[src/rtl/x2050ccu.sv]
// rtl/x2050ccu.sv - 2050 condition-code / program-mask unit with CC+mask save stack
// Optional odd-parity protection of stack entries when X2050CCU_PARITY_EN is defined.
module x2050ccu #(
    parameter int TW     = 32,
    parameter int SDEPTH = 4
) (
    input  logic            i_clk,
    input  logic            i_reset,
    input  logic            i_ros_advance,
    input  logic            i_io_mode,
    input  logic [3:0]      i_ce,
    input  logic [5:0]      i_ss,
    input  logic [3:0]      i_wm,
    input  logic [7:0]      i_w_reg,
    input  logic [TW/8-1:0] i_bs_reg,
    input  logic [TW-1:0]   i_t_reg,
    input  logic [TW-1:0]   i_sdr,
    input  logic            i_carry,
    input  logic            i_c0,
    input  logic            i_tzbs,
    input  logic [7:0]      i_gpstat,
    input  logic            i_push,
    input  logic            i_pop,
    input  logic [3:0]      i_bc_mask,
    output logic [1:0]      o_cc_reg,
    output logic [3:0]      o_progmask,
    output logic            o_bc_taken,
    output logic            o_stk_full,
    output logic            o_stk_empty,
    output logic            o_stk_err,
    output logic            o_par_err,
    output logic            o_turn_off_load_light
);

    localparam int NB = TW / 8;
    localparam int PW = $clog2(SDEPTH + 1);
`ifdef X2050CCU_PARITY_EN
    localparam int EW = 7;
`else
    localparam int EW = 6;
`endif

    logic [1:0]    cc_q, cc_d;
    logic [3:0]    pm_q, pm_d;
    logic [PW-1:0] ptr_q, ptr_d;
    logic [EW-1:0] stk_q [SDEPTH];
    logic [EW-1:0] stk_d [SDEPTH];
    logic          stk_err_q, stk_err_d;
`ifdef X2050CCU_PARITY_EN
    logic          par_err_q, par_err_d;
`endif

    logic          wm4, ss_hit, sdr_sign, stk_full, stk_empty, pop_ok, wr_en;
    logic [1:0]    ss_cc;
    logic [5:0]    live;
    logic [PW-1:0] top_idx, wr_idx;
    logic [EW-1:0] top_ent, wr_ent;
    logic          unused_inputs;

    assign unused_inputs = ^{i_ce[3:2], i_w_reg[7:6], i_gpstat[7:4], i_gpstat[2:0], i_sdr};

    assign wm4       = ~i_io_mode & (i_wm == 4'd4);
    assign stk_full  = (ptr_q == PW'(SDEPTH));
    assign stk_empty = (ptr_q == '0);
    assign live      = {cc_q, pm_q};
    assign top_idx   = ptr_q - PW'(1);

`ifdef X2050CCU_PARITY_EN
    assign wr_ent = {~^live, live};
`else
    assign wr_ent = live;
`endif

    // Sign bit of each byte, qualified by its byte-select bit.
    always_comb begin
        sdr_sign = 1'b0;
        for (int j = 0; j < NB; j++) begin
            sdr_sign = sdr_sign | (i_bs_reg[j] & i_sdr[8*j+7]);
        end
        ss_hit = 1'b1;
        ss_cc  = 2'd0;
        case (i_ss)
            6'd3:    ss_cc = {1'b0, sdr_sign};
            6'd29:   ss_cc = {i_carry, |i_t_reg};
            6'd40:   ss_cc = i_ce[1:0];
            6'd41:   ss_cc = {~i_t_reg[TW-1] | (|i_t_reg[TW-2:0]), i_t_reg[TW-1]};
            6'd42:   ss_cc = i_tzbs ? 2'd0 : (~i_c0 ? 2'd1 : 2'd2);
            6'd43:   ss_cc = {~i_gpstat[3], i_gpstat[3]};
            6'd44:   ss_cc = {i_gpstat[3], ~i_gpstat[3]};
            default: ss_hit = 1'b0;
        endcase
    end

    always_comb begin
        top_ent = '0;
        for (int i = 0; i < SDEPTH; i++) begin
            if (PW'(i) == top_idx) top_ent = stk_q[i];
        end
    end

    always_comb begin
        cc_d      = cc_q;
        pm_d      = pm_q;
        ptr_d     = ptr_q;
        stk_err_d = stk_err_q;
`ifdef X2050CCU_PARITY_EN
        par_err_d = par_err_q;
`endif
        wr_en     = 1'b0;
        wr_idx    = ptr_q;
        pop_ok    = i_pop & ~stk_empty;
        if (i_ros_advance) begin
            if (pop_ok) begin
                // A push alongside a good pop becomes an exchange with the top entry.
                {cc_d, pm_d} = top_ent[5:0];
`ifdef X2050CCU_PARITY_EN
                if (^top_ent != 1'b1) par_err_d = 1'b1;
`endif
                if (i_push) begin
                    wr_en  = 1'b1;
                    wr_idx = top_idx;
                end else begin
                    ptr_d = top_idx;
                end
            end else begin
                if (i_pop) stk_err_d = 1'b1;
                if (ss_hit) cc_d = ss_cc;
                else if (wm4) cc_d = i_w_reg[5:4];
                if (wm4) pm_d = i_w_reg[3:0];
                if (i_push) begin
                    if (stk_full) begin
                        stk_err_d = 1'b1;
                    end else begin
                        wr_en = 1'b1;
                        ptr_d = ptr_q + PW'(1);
                    end
                end
            end
        end
        for (int i = 0; i < SDEPTH; i++) begin
            stk_d[i] = (wr_en && (PW'(i) == wr_idx)) ? wr_ent : stk_q[i];
        end
    end

    always_ff @(posedge i_clk or posedge i_reset) begin
        if (i_reset) begin
            cc_q      <= 2'd0;
            pm_q      <= 4'd0;
            ptr_q     <= '0;
            stk_err_q <= 1'b0;
            for (int i = 0; i < SDEPTH; i++) stk_q[i] <= '0;
        end else begin
            cc_q      <= cc_d;
            pm_q      <= pm_d;
            ptr_q     <= ptr_d;
            stk_err_q <= stk_err_d;
            for (int i = 0; i < SDEPTH; i++) stk_q[i] <= stk_d[i];
        end
    end

`ifdef X2050CCU_PARITY_EN
    always_ff @(posedge i_clk or posedge i_reset) begin
        if (i_reset) par_err_q <= 1'b0;
        else         par_err_q <= par_err_d;
    end
    assign o_par_err = par_err_q;
`else
    assign o_par_err = 1'b0;
`endif

    assign o_cc_reg              = cc_q;
    assign o_progmask            = pm_q;
    assign o_bc_taken            = i_bc_mask[~cc_q];
    assign o_stk_full            = stk_full;
    assign o_stk_empty           = stk_empty;
    assign o_stk_err             = stk_err_q;
    assign o_turn_off_load_light = wm4 & i_ros_advance;

endmodule

[config.mk]
export PLATFORM = sky130hd
export DESIGN_NAME = x2050ccu
export DESIGN_NICKNAME = d
export VERILOG_FILES = /design/src/rtl/x2050ccu.sv
export SDC_FILE = /design/constraint.sdc
export NUM_CORES = 1
export LEC_CHECK = 0
export ABC_AREA = 0
export CAP_MARGIN = 5
export CORE_MARGIN = 1.5
export CORE_UTILIZATION = 36
export CTS_BUF_LIST = sky130_fd_sc_hd__clkbuf_16
export CTS_CLUSTER_SIZE = 28
export DETAILED_ROUTE_END_ITERATION = 6
export MAX_ROUTING_LAYER = met4
export PLACE_DENSITY_LB_ADDON = 0.08
export SETUP_SLACK_MARGIN = 0.3
export SLEW_MARGIN = 25
export SYNTH_ARGS = -nofsm -noshare
export SYNTH_HDL_FRONTEND = slang
export SYNTH_SLANG_ARGS = --single-unit
export TNS_END_PERCENT = 5
[constraint.sdc]
create_clock -name i_clk -period 2.3 [get_ports i_clk]
set_input_delay 0.46 -clock i_clk [delete_from_list [all_inputs] [get_ports i_clk]]
set_output_delay 0.46 -clock i_clk [all_outputs]
set_load 0.02 [all_outputs]
==> impl_metrics.json <==
{
  "status": "completed",
  "dp_hpwl_um": 4870,
  "irDropWorstVdd_mv": 0.720,
  "nets": 435,
  "drv_cap": 0,
  "initial_core_util_pct": 38.0,
  "clk-insertion-delay-late_ps": 270,
  "worstPathMaxFanout": 6,
  "critPathLaunchType": "input port",
  "setup_viol": 0,
  "globalRoute.totalOverflow": 0,
  "hold_class": "register to register",
  "avgViaCountPerCell": 5.36,
  "dieArea_mm2": 0.00689,
  "path_class": "input port to register",
  "slew_viol_final": 0,
  "seq_area_frac_synth_pct": 36.9,
  "p_leak_uw": 0.00155,
  "rsz0062_at_grt": "yes",
  "ys.flop_type": "dfrtp_1",
  "syn_nets": 337,
  "vias": 2105,
  "required_ps": 2460,
  "drt_pass1_iterations": 4,
  "syn2layout_area_growth_pct": 49.9,
  "grt_use_total_pct": 19.4,
  "grt_max_degree": 35,
  "synth.largest_area_cell": "dfrtp_1",
  "regArea_um2": 851,
  "grt_pass1_wl_um": 10600,
  "clk_path_buf_depth": 2,
  "wl_per_cell_um": 15.9,
  "syn_area_mm2": 0.00231,
  "drc": 0,
  "synth_area_per_cell_um2": 10.5,
  "fin_hold_ws_ps": 470,
  "cpPeakStageDelay_ps": 520,
  "holdBufCountCts": 0,
  "hold_viol": 0,
  "fillers": 553,
  "dieHeight_um": 83.0,
  "antenna_left": 0,
  "ff2ff_setup_slack_ps": 210,
  "grt_pass1_vias": 2155,
  "layout-drive-gt1-share_pct": 21.1,
  "cts.sinks": 34,
  "antenna_cells": 0,
  "setup_tns_ps": 0,
  "ys_types": 60,
  "portBuffers": 82,
  "crit_arrival_ps": 2270,
  "fmax_mhz": 474,
  "power.density_mw_per_mm2": 982,
  "core_area_mm2": 0.00606,
  "mostFrequentLayoutCells": "clkdlybuf4s50_1 (78), dfrtp_1 (34), buf_4 (19), nor2b_1 (14), mux2_2 (12)",
  "skew_ps": 4.31,
  "gp_congestion": 0.816,
  "routed_wl_um": 6250,
  "cts_tree": "yes",
  "synth_top_area_share_pct": 36.9,
  "synth-seq-cells": 34,
  "ioPinCount": 123,
  "synth_enable_flop_cells": 0,
  "antenna_found_initial": 0,
  "period_share_pct": 91.8,
  "fin_crit_ps": 2110,
  "yosys_warnings": 0,
  "clockRootBuffer": "clkbuf_16",
  "synthTopCellsByArea": "dfrtp_1 (37%), mux2_4 (7.2%), mux2_2 (5.9%), nor2b_1 (3.8%), ha_1 (3.3%)",
  "crit_path_top_delay_cell": "clkdlybuf4s50_1",
  "h-tree-depth": 2,
  "setup_slack_ps": 189,
  "layout_commonest_cell": "clkdlybuf4s50_1",
  "clk_pin_slew_worst_paths_ps": 50,
  "largest_reg_flops": 24,
  "multi_input_area_mm2": 0.00138,
  "numCtsBuffers": 5,
  "die_x_um": 83.0,
  "worstSetupEndpointType": "register",
  "post-route-util_pct": 57.0,
  "ys_async_sr_fraction_pct": 100,
  "row_count": 28,
  "path_cells": "clkdlybuf4s50_1 -> nand2b_1 -> o32a_1 -> o22ai_1 -> nand4_2 -> mux2_1",
  "regMostFlops": "stk_q",
  "drt_iter0_drc": 109,
  "netlist_instances": 220,
  "pre_cts_slack_ps": -102
}
[through the flow]
stage / std cells / instance area (um2) / total power [uW]
floorplan: 220 / 2330 / 2170
global route: 393 / 3460 / 3630
finish: 393 / 3460 / 3390
global placement: 386 / 3330 / 2780
CTS: 393 / 3450 / 3420
detailed placement: 386 / 3330 / 2810
[per-layer routing]
layer	share of wire [%]	GRT usage, %
met1	47	26.3
met3	5.2	4.57
met2	48	30.7
met4	0	1.82
met5	0	-
[where the power goes]
| group | total, uW | internal, uW | leakage, uW | switching [uW] |
|---|---|---|---|---|
| combinational | 1730 | 917 | 0.00102 | 816 |
| clock | 614 | 386 | 0.0000723 | 227 |
| sequential | 1050 | 847 | 0.000451 | 200 |
| total | 3390 | 2150 | 0.00155 | 1240 |
[cell usage after synthesis (2+ instances only)]
library cell	number
and4b_1	2
dfrtp_1	34
nand2_1	11
and3_1	3
inv_1	11
a21oi_1	9
mux2i_2	2
mux2_2	12
o211ai_1	2
clkbuf_1	5
nor2_1	6
nor2b_1	14
nand3_1	4
mux4_2	2
a22oi_1	3
a221oi_1	7
nand2_4	2
mux2i_1	2
buf_2	3
nand4_1	2
nand2b_1	2
nor4_1	7
ha_1	6
o22ai_1	3
nor3_1	6
o221ai_1	2
xnor2_1	4
o21ai_0	7
and2_1	3
o2111ai_1	2
nand4_2	3
mux2_4	11
[what timing repair did]
action | CTS | global route
buffers inserted | 0 | 0
gates resized for setup | 3 | 1
setup endpoints to repair | 27 | 31
[final timing paths]
path / startpoint / end / cells after the start
max: i_pop / stk_q[17] / 6
min: o_stk_err / o_stk_err / 1
max reg2reg: ptr_q[0] / stk_q[17] / 6
min reg2reg: o_stk_err / o_stk_err / 1
max in group asynchronous: i_reset / o_progmask[1] / 3
min in group asynchronous: i_reset / stk_q[21] / 3
[area by class of cell]
cell class,count,area share (%)
Timing Repair Buffer,101,27.8
Clock buffer,5,3.62
Tap cell,75,2.71
Sequential cell,34,24.6
Clock inverter,2,0.217
Multi-Input combinational cell,165,39.8
Inverter,11,1.19
[cell families after synthesis]
family | after synthesis | synth area share [%]
other | 1 | 0.163
adder cells (fa/ha/maj) | 6 | 3.26
multiplexers | 30 | 17.5
buffers and inverters | 21 | 4.07
XOR/XNOR | 4 | 1.52
flip-flops | 34 | 36.9
AO/OA/AOI/OAI | 50 | 16.2
AND/OR/NAND/NOR | 74 | 20.3
[critical path: cells and delay by family]
family / cells / cell delay, ps
buffers and inverters: 1 / 520
and+or+nand+nor: 2 / 370
muxes: 1 / 390
AOI/OAI and AO/OA: 2 / 520
Power figures use the tool's default switching activity.
